### src/rtl/core_input_ctrl_if.sv
// Bus bundle for core_input_ctrl: per-lane activation/weight inputs, shared
// write/read strobes, per-lane empty flags and registered skewed outputs.
interface core_input_ctrl_if #(
  parameter int unsigned DW = 8,
  parameter int unsigned N  = 8
);
  logic [DW-1:0] ainport [N];
  logic [DW-1:0] winport [N];
  logic          write;
  logic          read;
  logic [N-1:0]  aemptys;
  logic [N-1:0]  wemptys;
  logic [DW-1:0] as [N];
  logic [DW-1:0] ws [N];

  modport master (
    output ainport, winport, write, read,
    input  aemptys, wemptys, as, ws
  );

  modport slave (
    input  ainport, winport, write, read,
    output aemptys, wemptys, as, ws
  );
endinterface

### src/rtl/core_input_ctrl.sv
// Input staging for an NxN systolic core: one FIFO per activation row and per
// weight column, written in parallel and drained with a diagonal read skew.
module core_input_ctrl #(
  parameter int unsigned DW    = 8,
  parameter int unsigned N     = 8,
  parameter int unsigned DEPTH = 16
) (
  input logic               clk,
  input logic               rstn,
  core_input_ctrl_if.slave  bus
);
  localparam int unsigned AW = $clog2(DEPTH);

  logic [N-2:0] rd_dly;
  logic [N-1:0] rd_en;

  // rd_en[i] is read delayed by i cycles; lane 0 takes read directly
  assign rd_en = {rd_dly, bus.read};

  always_ff @(posedge clk or negedge rstn) begin
    if (!rstn) rd_dly <= '0;
    else       rd_dly <= rd_en[N-2:0];
  end

  for (genvar i = 0; i < N; i++) begin : g_lane
    // k = 0 is the activation FIFO, k = 1 the weight FIFO of this lane
    for (genvar k = 0; k < 2; k++) begin : g_fifo
      logic [DW-1:0] mem [DEPTH];
      logic [AW-1:0] wr_ptr;
      logic [AW-1:0] rd_ptr;
      logic [AW:0]   count;
      logic [DW-1:0] din;
      logic [DW-1:0] dout;
      logic          push;
      logic          pop;

      assign din  = (k == 0) ? bus.ainport[i] : bus.winport[i];
      assign push = bus.write && (count != (AW+1)'(DEPTH));
      assign pop  = rd_en[i] && (count != '0);

      always_ff @(posedge clk) begin
        if (push) mem[wr_ptr] <= din;
      end

      // Pop reads the pre-edge head, so a same-cycle push to an empty lane is never bypassed
      always_ff @(posedge clk or negedge rstn) begin
        if (!rstn) begin
          wr_ptr <= '0;
          rd_ptr <= '0;
          count  <= '0;
          dout   <= '0;
        end else begin
          if (push) wr_ptr <= wr_ptr + 1'b1;
          if (pop)  rd_ptr <= rd_ptr + 1'b1;
          dout <= pop ? mem[rd_ptr] : '0;
          case ({push, pop})
            2'b10:   count <= count + 1'b1;
            2'b01:   count <= count - 1'b1;
            default: count <= count;
          endcase
        end
      end
    end

    assign bus.as[i]      = g_fifo[0].dout;
    assign bus.ws[i]      = g_fifo[1].dout;
    assign bus.aemptys[i] = (g_fifo[0].count == '0);
    assign bus.wemptys[i] = (g_fifo[1].count == '0);
  end
endmodule

### src/flat_wrapper.sv
// flat-port wrapper written by rule: the top's interface ports become plain ports
module core_input_ctrl_flat 
#(
  parameter int unsigned DW    = 8,
  parameter int unsigned N     = 8,
  parameter int unsigned DEPTH = 16
)
  (clk, rstn, bus_ainport, bus_winport, bus_write, bus_read, bus_aemptys, bus_wemptys, bus_as, bus_ws);
  core_input_ctrl_if #(.DW(DW), .N(N)) bus_i ();
  input logic clk;
  input logic rstn;
  input wire logic [$bits(bus_i.ainport)-1:0] bus_ainport;
  input wire logic [$bits(bus_i.winport)-1:0] bus_winport;
  input wire logic [$bits(bus_i.write)-1:0] bus_write;
  input wire logic [$bits(bus_i.read)-1:0] bus_read;
  output wire logic [$bits(bus_i.aemptys)-1:0] bus_aemptys;
  output wire logic [$bits(bus_i.wemptys)-1:0] bus_wemptys;
  output wire logic [$bits(bus_i.as)-1:0] bus_as;
  output wire logic [$bits(bus_i.ws)-1:0] bus_ws;
  assign bus_i.ainport = {>>{bus_ainport}};
  assign bus_i.winport = {>>{bus_winport}};
  assign bus_i.write = bus_write;
  assign bus_i.read = bus_read;
  assign bus_aemptys = bus_i.aemptys;
  assign bus_wemptys = bus_i.wemptys;
  assign bus_as = {>>{bus_i.as}};
  assign bus_ws = {>>{bus_i.ws}};
  core_input_ctrl #(.DW(DW), .N(N), .DEPTH(DEPTH)) u_core (.clk(clk), .rstn(rstn), .bus(bus_i));
endmodule
### config.mk
export PLATFORM = sky130hd
export DESIGN_NAME = core_input_ctrl_flat
export DESIGN_NICKNAME = d
export VERILOG_FILES = /design/src/rtl/core_input_ctrl_if.sv /design/src/rtl/core_input_ctrl.sv /design/src/flat_wrapper.sv
export SDC_FILE = /design/constraint.sdc
export NUM_CORES = 2
export LEC_CHECK = 0
export ABC_CLOCK_PERIOD_IN_PS = 3450
export CAP_MARGIN = 20
export CORE_MARGIN = 3
export CORE_UTILIZATION = 35
export DETAILED_ROUTE_END_ITERATION = 6
export DONT_BUFFER_PORTS = 1
export GPL_ROUTABILITY_DRIVEN = 0
export SETUP_SLACK_MARGIN = 0.05
export SLEW_MARGIN = 20
export SYNTH_ARGS = -nofsm -noshare
export SYNTH_HDL_FRONTEND = slang
export SYNTH_SLANG_ARGS = --single-unit
### constraint.sdc
create_clock -name clk -period 3.45 [get_ports clk]
set_input_delay 0.5175 -clock clk [delete_from_list [all_inputs] [get_ports clk]]
set_output_delay 0.5175 -clock clk [all_outputs]
set_load 0.005 [all_outputs]
==> flow_metrics.env <==
export IMPL_outcome="complete, but fails checks"
export IMPL_violations="hold timing, slew limit"
export IMPL_wl_um=195000
export IMPL_rows=191
export IMPL_critPathMaxStageDelay_ns=0.59
export IMPL_slew_viol_final=24
export IMPL_setup_viol=0
export IMPL_dp_slack_ns=0.389
export IMPL_critical_path_arrival_ns=3.94
export IMPL_hold_buffers=131
export IMPL_antenna_left=0
export IMPL_grt_usage_pct=13.7
export IMPL_cp_max_fo=13
export IMPL_cts_buffers=245
export IMPL_vdd_ir_drop_max_v=0.000555
export IMPL_crit_chain="or4_4 -> o21a_1 -> inv_1 -> ha_1 -> xor2_1 -> ha_1 -> a21boi_0 -> o32ai_1 -> nor4b_1 -> xnor2_1"
export IMPL_power_mw=89.7
export IMPL_die_h_um=529
export IMPL_tightestPinTransition_ns=1.52
export IMPL_via_count=45358
export IMPL_synthSimpleGateAreaFrac_pct=4.16
export IMPL_total_leakage_power_nw=36.5
export IMPL_antenna_found_initial=22
export IMPL_regToRegSetupSlack_ns=0.35
export IMPL_area_growth_synth_to_final_pct=14.5
export IMPL_grt_max_degree=344
export IMPL_route_detailed_drc=0
export IMPL_period_minus_slack_ns=3.10
export IMPL_synth_nets=5274
export IMPL_synth_edf_count=2048
export IMPL_clockRootBuffer="clkbuf_16"
export IMPL_synth_xor_xnor_area_share_pct=1.69
export IMPL_slew_headroom_pct=-1.21
export IMPL_synth_area_per_cell_um2=19.2
export IMPL_yosysTopAreaCell="edfxtp_1"
export IMPL_power_density_nw_per_um2=817
export IMPL_synth_cell_type_count=51
export IMPL_cts_tree="done"
export IMPL_clkSinkCount=2391
export IMPL_critical_path_startpoint_type="flop"
export IMPL_dp_hpwl_um=121000
export IMPL_synth_top_family_by_area="multiplexers"
export IMPL_hp_class="in2async"
export IMPL_critPathRequiredTime_ns=4.29
export IMPL_grt_setup_unrepaired="false"
export IMPL_drt_iter0_drc=3469
export IMPL_synth_area_um2=95800
export IMPL_crit_family="simple AND/OR/NAND/NOR gates"
export IMPL_core_area_um2=272000
export IMPL_finalSetupTns_ns=0
export IMPL_r2r_end="u_core.g_lane[2].g_fifo[1].count[4]"
export IMPL_reg2regPathDepth=10
export IMPL_grt_pass1_vias=47760
export IMPL_clk_path_buf_depth=4
export IMPL_grt_overflow=0
export IMPL_async_flop_share_pct=14.3
export IMPL_drive_above_1_share_pct=21.0
export IMPL_wire_per_inst_um=21.6
export IMPL_yosysMostFrequentCell="edfxtp_1"
export IMPL_synthTopCellsByCount="edfxtp_1 (2048), mux4_2 (512), dfrtp_1 (343), a211oi_1 (256), nor2_1 (241)"
export IMPL_cts_max_level=4
export IMPL_synth_compound_area_share_pct=3.32
export IMPL_grt_pass1_wl_um=298000
export IMPL_firstDrtPassIters=5
export IMPL_synth_adder_area_share_pct=1.81
export IMPL_clock_latency_ns=0.91
export IMPL_viasPerCell=5.02
export IMPL_synth_mux_area_share_pct=13.6
export IMPL_synth_area_top_cells="edfxtp_1 (64%), mux4_2 (12%), dfrtp_1 (9.0%), a211oi_1 (2.0%), ha_1 (1.8%)"
export IMPL_ys_ff_latch=2391
export IMPL_fin_ws_ns=0.351
export IMPL_io_pins=276
export IMPL_port_buffers=0
export IMPL_finClkSkew_ns=0.0858
export IMPL_nets=5508
export IMPL_critPathBufInv=1
export IMPL_cp_end_kind="flop"
export IMPL_clkTransAtPathRegs_ns=0.06
export IMPL_syn_inst=5003
export IMPL_synth_seq_area_share_pct=73.1
export IMPL_r2r_start="u_core.g_lane[2].g_fifo[1].count[1]"
export IMPL_ys_flop_type="edfxtp_1"
export IMPL_initial_core_util_pct=35.3
export IMPL_max_freq_mhz=323
export IMPL_die_x_um=529
export IMPL_finalCritPeriodShare_pct=89.8
export IMPL_cp_slowest_cell="or4_4"
export IMPL_synth_top_area_share_pct=64.2
export IMPL_dieArea_um2=280000
export IMPL_whs_ns=-0.638
export IMPL_cpMostUsedCell="ha_1"
export IMPL_path_class="reg2reg"
export IMPL_drv_cap=0
export IMPL_hold_viol_final=343
export IMPL_ys_warnings_count=0
-- sequential cells by signal, summed over array words and instances (netlist names) --
| signal | count |
|---|---|
| u_core.rd_dly | 7 |
| u_core.g_lane.g_fifo.mem | 2048 |
| u_core.g_lane.g_fifo.wr_ptr | 64 |
| u_core.g_lane.g_fifo.dout | 128 |
| u_core.g_lane.g_fifo.rd_ptr | 64 |
| u_core.g_lane.g_fifo.count | 80 |
-- worst max-delay path by stage --
stage | cells past startpoint | endpoint | slack, ns | from
2_1_floorplan | 13 | u_core.g_lane[2].g_fifo[1].count[4] | 0.42 | u_core.g_lane[2].g_fifo[1].count[1]
3_3_place_gp | 9 | u_core.g_lane[2].g_fifo[1].count[4] | 0.43 | u_core.g_lane[2].g_fifo[1].count[1]
3_5_place_dp | 9 | u_core.g_lane[2].g_fifo[1].count[4] | 0.39 | u_core.g_lane[2].g_fifo[1].count[1]
4_1_cts | 2 | bus_aemptys[3] | 0.27 | u_core.g_lane[3].g_fifo[0].count[1]
5_1_grt | 10 | u_core.g_lane[2].g_fifo[1].count[4] | 0.06 | u_core.g_lane[2].g_fifo[1].count[1]
6_report | 10 | u_core.g_lane[2].g_fifo[1].count[4] | 0.35 | u_core.g_lane[2].g_fifo[1].count[1]
-- what timing repair did --
action | CTS | global route
gates resized for setup | 0 | 0
buffers inserted | 0 | 0
setup endpoints to repair | 0 | 0
endpoints found under the hold margin | 2419 | 343
-- through the flow --
stage          hold WS (ns)  instance area [µm²]  util (%)  cells
5_1_grt              -0.717               110000      40.4   9029
4_1_cts              -0.753               110000      40.4   9022
3_5_place_dp          0.234                99700      36.7   8429
6_report             -0.638               110000      40.4   9033
2_1_floorplan         0.222                95800         -   5003
3_3_place_gp          0.236                99700      36.7   8429
-- power breakdown --
part	leakage [nW]	total (mW)	internal (mW)	switching, mW
clock	4.16	27.8	16.5	11.2
sequential	22.7	40.5	35.8	4.70
combinational	9.70	21.4	10.8	10.6
-- area by class of cell --
class,instances,area [µm²]
clock buffer,321,6750
clock inverter,141,1850
multi-input combinational,2209,23500
sequential,2391,70100
tap,3570,4470
inverter,96,360
fill,23992,162000
antenna,11,27.5
timing repair buffer,294,2610
-- cells in the final DEF, fill, tap and decap left out, drive strengths merged, types with 46 or more instances in the layout --
| cell | n |
|---|---|
| ha | 139 |
| mux2i | 128 |
| nor2 | 241 |
| xor2 | 57 |
| nor3 | 71 |
| dlygate4sd3 | 131 |
| a211oi | 256 |
| o21ai | 75 |
| clkbuf | 321 |
| dfrtp | 343 |
| a21oi | 46 |
| clkinv | 73 |
| mux4 | 512 |
| edfxtp | 2048 |
| nor2b | 144 |
| nand2 | 167 |
| inv | 107 |
| nand2b | 47 |
| buf | 163 |
| xnor2 | 128 |
-- cells by family (layout without fill, tap and decap cells) --
group / Yosys count / count (layout)
buffers and inverters: 403 / 852
other: 0 / 11
DFF: 2391 / 2391
and+or+nand+nor: 771 / 771
xor gates and xnor gates: 185 / 185
AOI/OAI and AO/OA: 458 / 458
adders and majority gates: 139 / 139
muxes: 656 / 656
-- metal layers --
layer  vias to the layer above  wire, µm  global-route usage, %
li1                      20344         -                      -
met1                     23667     85200                   18.8
met2                      1026     95000                   22.6
met3                       301      9700                   2.43
met4                        20      4860                   3.78
met5                         -       128                      0
(Power assumes the default switching activity.)
